===== config.mk =====
export PLATFORM = sky130hd
export DESIGN_NAME = uart_ad_rx
export DESIGN_NICKNAME = d
export VERILOG_FILES = /design/src/rtl/uart_ad_rx.sv
export SDC_FILE = /design/constraint.sdc
export NUM_CORES = 1
export LEC_CHECK = 0
export BUFFER_PORTS_ARGS = -buffer_cell sky130_fd_sc_hd__buf_2
export CORE_UTILIZATION = 50
export DETAILED_ROUTE_END_ITERATION = 16
export PLACE_DENSITY = 0.7
export REMOVE_ABC_BUFFERS = 1
export SYNTH_ARGS = -nofsm -noshare
export SYNTH_HDL_FRONTEND = slang
export SYNTH_SLANG_ARGS = --single-unit

===== constraint.sdc =====
create_clock -name clk -period 2.8 [get_ports clk]
set_clock_uncertainty 0.15 [all_clocks]
set_input_delay 0.42 -clock clk [delete_from_list [all_inputs] [get_ports clk]]
set_output_delay 0.42 -clock clk [all_outputs]
set_load 0.03 [all_outputs]

===== src/rtl/uart_ad_rx.sv =====
// 8N1 UART receiver (16x oversampled) feeding a decoder for "ADn:+d.dddV" voltage records.
// Recovers channel, sign and four BCD digits per record; malformed records raise parse_err.
module uart_ad_rx #(
    parameter int BAUD_DIV = 326
) (
    input  logic        clk,
    input  logic        reset_n,
    input  logic        rx,
    output logic [7:0]  byte_data,
    output logic        byte_valid,
    output logic        frame_err,
    output logic        rec_valid,
    output logic        rec_ch,
    output logic        rec_neg,
    output logic [15:0] rec_bcd,
    output logic        parse_err
);
    localparam int            CW        = $clog2(BAUD_DIV);
    localparam logic [CW-1:0] TICK_LAST = CW'(BAUD_DIV - 1);

    typedef enum logic [1:0] {B_IDLE, B_START, B_DATA, B_STOP} byte_state_e;

    // Declaration order is the expected character order of a record.
    typedef enum logic [3:0] {
        R_HUNT, R_D, R_CH, R_COLON, R_SIGN, R_D0, R_DOT, R_D1, R_D2, R_D3, R_V
    } rec_state_e;

    logic          rx_meta_q, rx_sync_q, rx_prev_q;
    logic [CW-1:0] tick_cnt_q, tick_cnt_d;
    logic          tick, start_edge;

    byte_state_e   byte_state_q;
    logic [3:0]    os_cnt_q;
    logic [2:0]    bit_cnt_q;
    logic [7:0]    shift_q;
    logic [7:0]    byte_data_q;
    logic          byte_valid_q, frame_err_q;

    rec_state_e    rec_state_q;
    logic          byte_ok;
    logic          ch_q, neg_q;
    logic [15:0]   bcd_q;
    logic          rec_valid_q, rec_ch_q, rec_neg_q, parse_err_q;
    logic [15:0]   rec_bcd_q;

    assign tick       = (tick_cnt_q == TICK_LAST);
    assign start_edge = (byte_state_q == B_IDLE) && rx_prev_q && !rx_sync_q;

    always_comb begin
        tick_cnt_d = tick ? '0 : tick_cnt_q + 1'b1;
        if (start_edge) begin
            tick_cnt_d = '0;
        end
    end

    // NOTE: sequential state uses non-blocking assignments only, so every register samples
    // the pre-edge values of the others regardless of statement order.
    always_ff @(posedge clk) begin
        if (!reset_n) begin
            rx_meta_q  <= 1'b1;
            rx_sync_q  <= 1'b1;
            rx_prev_q  <= 1'b1;
            tick_cnt_q <= '0;
        end else begin
            rx_meta_q  <= rx;
            rx_sync_q  <= rx_meta_q;
            rx_prev_q  <= rx_sync_q;
            tick_cnt_q <= tick_cnt_d;
        end
    end

    always_ff @(posedge clk) begin
        if (!reset_n) begin
            byte_state_q <= B_IDLE;
            os_cnt_q     <= '0;
            bit_cnt_q    <= '0;
            shift_q      <= '0;
            byte_data_q  <= '0;
            byte_valid_q <= 1'b0;
            frame_err_q  <= 1'b0;
        end else begin
            byte_valid_q <= 1'b0;
            frame_err_q  <= 1'b0;
            case (byte_state_q)
                B_IDLE: begin
                    if (start_edge) begin
                        byte_state_q <= B_START;
                        os_cnt_q     <= '0;
                    end
                end
                B_START: begin
                    if (tick) begin
                        if (os_cnt_q == 4'd7) begin
                            os_cnt_q     <= '0;
                            bit_cnt_q    <= '0;
                            byte_state_q <= rx_sync_q ? B_IDLE : B_DATA;
                        end else begin
                            os_cnt_q <= os_cnt_q + 4'd1;
                        end
                    end
                end
                B_DATA: begin
                    if (tick) begin
                        if (os_cnt_q == 4'd15) begin
                            os_cnt_q  <= '0;
                            shift_q   <= {rx_sync_q, shift_q[7:1]};
                            bit_cnt_q <= bit_cnt_q + 3'd1;
                            if (bit_cnt_q == 3'd7) begin
                                byte_state_q <= B_STOP;
                            end
                        end else begin
                            os_cnt_q <= os_cnt_q + 4'd1;
                        end
                    end
                end
                B_STOP: begin
                    if (tick) begin
                        if (os_cnt_q == 4'd15) begin
                            os_cnt_q     <= '0;
                            byte_state_q <= B_IDLE;
                            if (rx_sync_q) begin
                                byte_data_q  <= shift_q;
                                byte_valid_q <= 1'b1;
                            end else begin
                                frame_err_q <= 1'b1;
                            end
                        end else begin
                            os_cnt_q <= os_cnt_q + 4'd1;
                        end
                    end
                end
                default: byte_state_q <= B_IDLE;
            endcase
        end
    end

    // NOTE: every always_comb output gets a default first so no path can infer a latch.
    always_comb begin
        byte_ok = 1'b0;
        case (rec_state_q)
            R_HUNT:                  byte_ok = (byte_data_q == "A");
            R_D:                     byte_ok = (byte_data_q == "D");
            R_CH:                    byte_ok = (byte_data_q == "1") || (byte_data_q == "2");
            R_COLON:                 byte_ok = (byte_data_q == ":");
            R_SIGN:                  byte_ok = (byte_data_q == "+") || (byte_data_q == "-");
            R_D0, R_D1, R_D2, R_D3:  byte_ok = (byte_data_q >= "0") && (byte_data_q <= "9");
            R_DOT:                   byte_ok = (byte_data_q == ".");
            R_V:                     byte_ok = (byte_data_q == "V");
            default:                 byte_ok = 1'b0;
        endcase
    end

    always_ff @(posedge clk) begin
        if (!reset_n) begin
            rec_state_q <= R_HUNT;
            ch_q        <= 1'b0;
            neg_q       <= 1'b0;
            bcd_q       <= '0;
            rec_valid_q <= 1'b0;
            rec_ch_q    <= 1'b0;
            rec_neg_q   <= 1'b0;
            rec_bcd_q   <= '0;
            parse_err_q <= 1'b0;
        end else begin
            rec_valid_q <= 1'b0;
            parse_err_q <= 1'b0;
            if (frame_err_q) begin
                if (rec_state_q != R_HUNT) begin
                    parse_err_q <= 1'b1;
                end
                rec_state_q <= R_HUNT;
            end else if (byte_valid_q) begin
                if (byte_ok) begin
                    // For '0'..'9' the low nibble already equals the character minus 48.
                    case (rec_state_q)
                        R_CH:    ch_q          <= byte_data_q[1];
                        R_SIGN:  neg_q         <= (byte_data_q == "-");
                        R_D0:    bcd_q[15:12]  <= byte_data_q[3:0];
                        R_D1:    bcd_q[11:8]   <= byte_data_q[3:0];
                        R_D2:    bcd_q[7:4]    <= byte_data_q[3:0];
                        R_D3:    bcd_q[3:0]    <= byte_data_q[3:0];
                        default: ;
                    endcase
                    if (rec_state_q == R_V) begin
                        rec_valid_q <= 1'b1;
                        rec_ch_q    <= ch_q;
                        rec_neg_q   <= neg_q;
                        rec_bcd_q   <= bcd_q;
                        rec_state_q <= R_HUNT;
                    end else begin
                        rec_state_q <= rec_state_e'(rec_state_q + 4'd1);
                    end
                end else if (rec_state_q != R_HUNT) begin
                    parse_err_q <= 1'b1;
                    rec_state_q <= (byte_data_q == "A") ? R_D : R_HUNT;
                end
            end
        end
    end

    assign byte_data  = byte_data_q;
    assign byte_valid = byte_valid_q;
    assign frame_err  = frame_err_q;
    assign rec_valid  = rec_valid_q;
    assign rec_ch     = rec_ch_q;
    assign rec_neg    = rec_neg_q;
    assign rec_bcd    = rec_bcd_q;
    assign parse_err  = parse_err_q;

endmodule


==> impl_metrics.csv <==
group,metric,value,unit
synthesis,ys_top_cells_by_count,"dfxtp_1, nand2_1, mux2i_1",
route,dr_total_vias,2802,
route,drc_errors,0,
run,maxCapViolCount,0,
clocking,clock_path_buffers,2,
clocking,htreeDepth,3,
sta,relSlewSlack,63.5,%
synthesis,synth_compound_area_share,7.78,%
synthesis,synth-seq-cells,81,
synthesis,synth_top_cell_by_area,"dfxtp_1",
synthesis,synth-xor-area-share,2.92,%
grt,grt_pass1_wl,12000,microns
floorplanning,die_area,7550,sq um
synthesis,synth_ff_type,"dfxtp_1",
setup_path,worstPathArrival,2.80,ns
synthesis,synth.avg_cell_area,9.38,sq um
setup_path,reg2reg_from,"rec_state_q[0]",
power,ir_drop,286,uV
clocking,cts_tree,"built",
floorplanning,core,6870,sq um
clocking,numCtsBuffers,9,
status,outcome,"finished clean",
finish,synthToLayoutAreaGrowth,15.5,%
synthesis,yosysSeqAreaShare,45.0,%
finish,drive_gt1_share,17.7,%
synthesis,synthAdderAreaFrac,1.74,%
sta,finalCriticalPeriod,2.66,ns
synthesis,synthTopCellsByArea,"dfxtp_1, mux2i_1, nand2_1, nor2_1, nand2b_1",
grt,antenna_found_initial,0,
clocking,clk_latency,0.35,ns
grt,grt_usage,20.3,%
placement,pre_cts_ws,0.200,ns
sta,timing.final.ws_setup,0.137,ns
clocking,path_clk_slew,0.09,ns
route,first_pass_iters,4,
setup_path,critPathRequiredTime,2.93,ns
placement,placed_cells,510,
floorplanning,initial_core_util,52.4,%
sta,holdWs,0.123,ns
synthesis,synth_top_family_by_area,"simple AND/OR/NAND/NOR gates",
grt,gr-total-overflow,0,
finish,nFillCells,632,
setup_path,end_kind,"register",
placement,hpwl,5220,microns
route,vias_per_cell,5.33,
sta,finalSetupViolCount,0,
grt,grt_max_degree,26,
floorplanning,fp-row-count,30,
synthesis,yosys.area.top_type_share,45.0,%
sta,fmax,0.376,GHz
setup_path,path_class,"reg -> reg",
synthesis,async_flop_share,0,%
synthesis,synth_cells,384,
setup_path,r2r_end,"bcd_q[3]",
power,power.density,505,nW/um^2
sta,hold_violations,0,
placement,gp_congestion,0.873,
sta,worst_pin_slew,0.547,ns
placement,io_buffers,32,
synthesis,synth_simple_gate_area_share,24.6,%
route,finalWirelength,7300,microns
setup_path,crit_fanout,11,
synthesis,yosysWarningCount,0,
route,ant_nets,0,
power,p_leak,1.61,nW
finish,fin_util,60.5,%
setup_path,rr_worst_depth,8,
finish,final_cells,526,
finish,nets,433,
synthesis,yosysUniqueCellTypes,54,
synthesis,yosysMostFrequentCell,"dfxtp_1",
finish,antenna-diode-count,0,
synthesis,synthMuxAreaShare,14.5,%
finish,multi_input_area,1860,sq um
synthesis,synth_edf_count,0,
route,drtIter0Drc,108,
floorplanning,pin_count,33,
floorplanning,die_w,86.9,microns
setup_path,critPathLaunchType,"register",
clocking,ctsHoldBuffers,0,
sta,slew_violations,0,
clocking,post_cts_buffers,0,
setup_path,rrSetupSlack,0.14,ns
hold_path,min_path_type,"in -> reg",
clocking,cts_root_buf,"clkbuf_8",
synthesis,syn-cell-area,3600,sq um
sta,min_period_over_period,95.1,%
finish,regArea,1620,sq um
floorplanning,die_h,86.9,microns
route,wire_per_inst,13.9,microns
hold_path,holdPathEnd,"rx_meta_q",
grt,grt_pass1_vias,2559,
clocking,cts_resized,0,
sta,grt_setup_unrepaired,"no",
hold_path,hp-start,"rx",
hold_path,min_delay_path_depth,2,
clocking,cts.sinks,81,
==> power by group <==
group          internal, mW  switching [mW]  total [mW]
sequential             1.16         0.00798        1.17
clock                 0.430           0.461       0.892
combinational        0.0135          0.0291      0.0426
total                  1.60           0.498        2.10
==> worst max-delay path, cell delays in order, from the launching register on <==
cell and delay, ns:
dfxtp_1 0.38, buf_4 0.20, or3b_1 0.38, a211oi_1 0.22, a2bb2oi_1 0.24, a21oi_2 0.17
buf_4 0.20, nor4_4 0.40, mux2i_1 0.25
==> kinds of logic after synthesis <==
family,count (synthesis)
simple gates,166
flops,81
mux,52
compound gates,40
buf+inv,28
xor+xnor,12
fa+ha+maj,5
==> registers in the layout (all words and copies together) (netlist names), named ones only <==
| register | flops |
|---|---|
| shift_q | 8 |
| rec_valid | 1 |
| byte_data | 8 |
| rec_ch | 1 |
| rec_state_q | 4 |
| rx_meta_q | 1 |
| rx_prev_q | 1 |
| rx_sync_q | 1 |
| os_cnt_q | 4 |
| tick_cnt_q | 9 |
| byte_valid | 1 |
| parse_err | 1 |
| rec_bcd | 16 |
| bcd_q | 16 |
| rec_neg | 1 |
| ch_q | 1 |
| bit_cnt_q | 3 |
| frame_err | 1 |
| byte_state_q | 1 |
| neg_q | 1 |
==> final cells by class <==
cell class	instances	area share, %
multi-input cells	275	44.8
clock buffers	9	2.98
repair buffers	52	7.76
well taps	96	2.89
flip-flops and latches	81	39.0
clock inverters	7	2.05
inverters	6	0.542
==> placed cells by master (no fill, tap or decap), types with 5 or more instances in the layout <==
cell,synthesis,routed
nand3_1,7,7
nand4_1,10,10
a21oi_1,10,10
ha_1,5,5
dfxtp_1,81,81
buf_2,8,32
nor2_1,36,36
nand2b_1,13,13
clkbuf_8,0,9
xor2_1,9,9
nor2b_1,5,5
nand2_1,55,55
nand3b_1,5,5
nor3_1,6,5
buf_4,0,19
mux2i_1,51,51
==> worst max path at each step <==
stage	start	endpoint	slack (ns)	depth (start not counted)
after global routing	rec_state_q[3]	bcd_q[3]	0.006	7
after CTS	rec_state_q[2]	bcd_q[3]	0.17	7
after floorplan	rec_state_q[0]	rec_bcd[0]	-1.19	6
final	rec_state_q[0]	bcd_q[3]	0.14	8
after global placement	rec_state_q[2]	bcd_q[11]	0.25	6
after detailed placement	rec_state_q[2]	bcd_q[3]	0.20	7
==> per-stage QoR <==
stage | power [mW] | instance area, sq um | setup TNS (ns)
final | 2.10 | 4160 | 0
after global routing | 2.17 | 4160 | 0
after CTS | 2.12 | 4160 | 0
after detailed placement | 1.24 | 3950 | 0
after global placement | 1.23 | 3950 | 0
after floorplan | 1.21 | 3500 | -21.44
==> per-layer routing <==
layer / share of wire, % / vias to the layer above / global-route usage, %
met4: 1.3 / 0 / 8.03
li1: - / 1423 / -
met3: 2.5 / 9 / 3.32
met1: 49 / 1338 / 26.0
met2: 48 / 32 / 34.1
met5: 0 / - / 0
No activity file was read; power rests on OpenSTA's default activity.
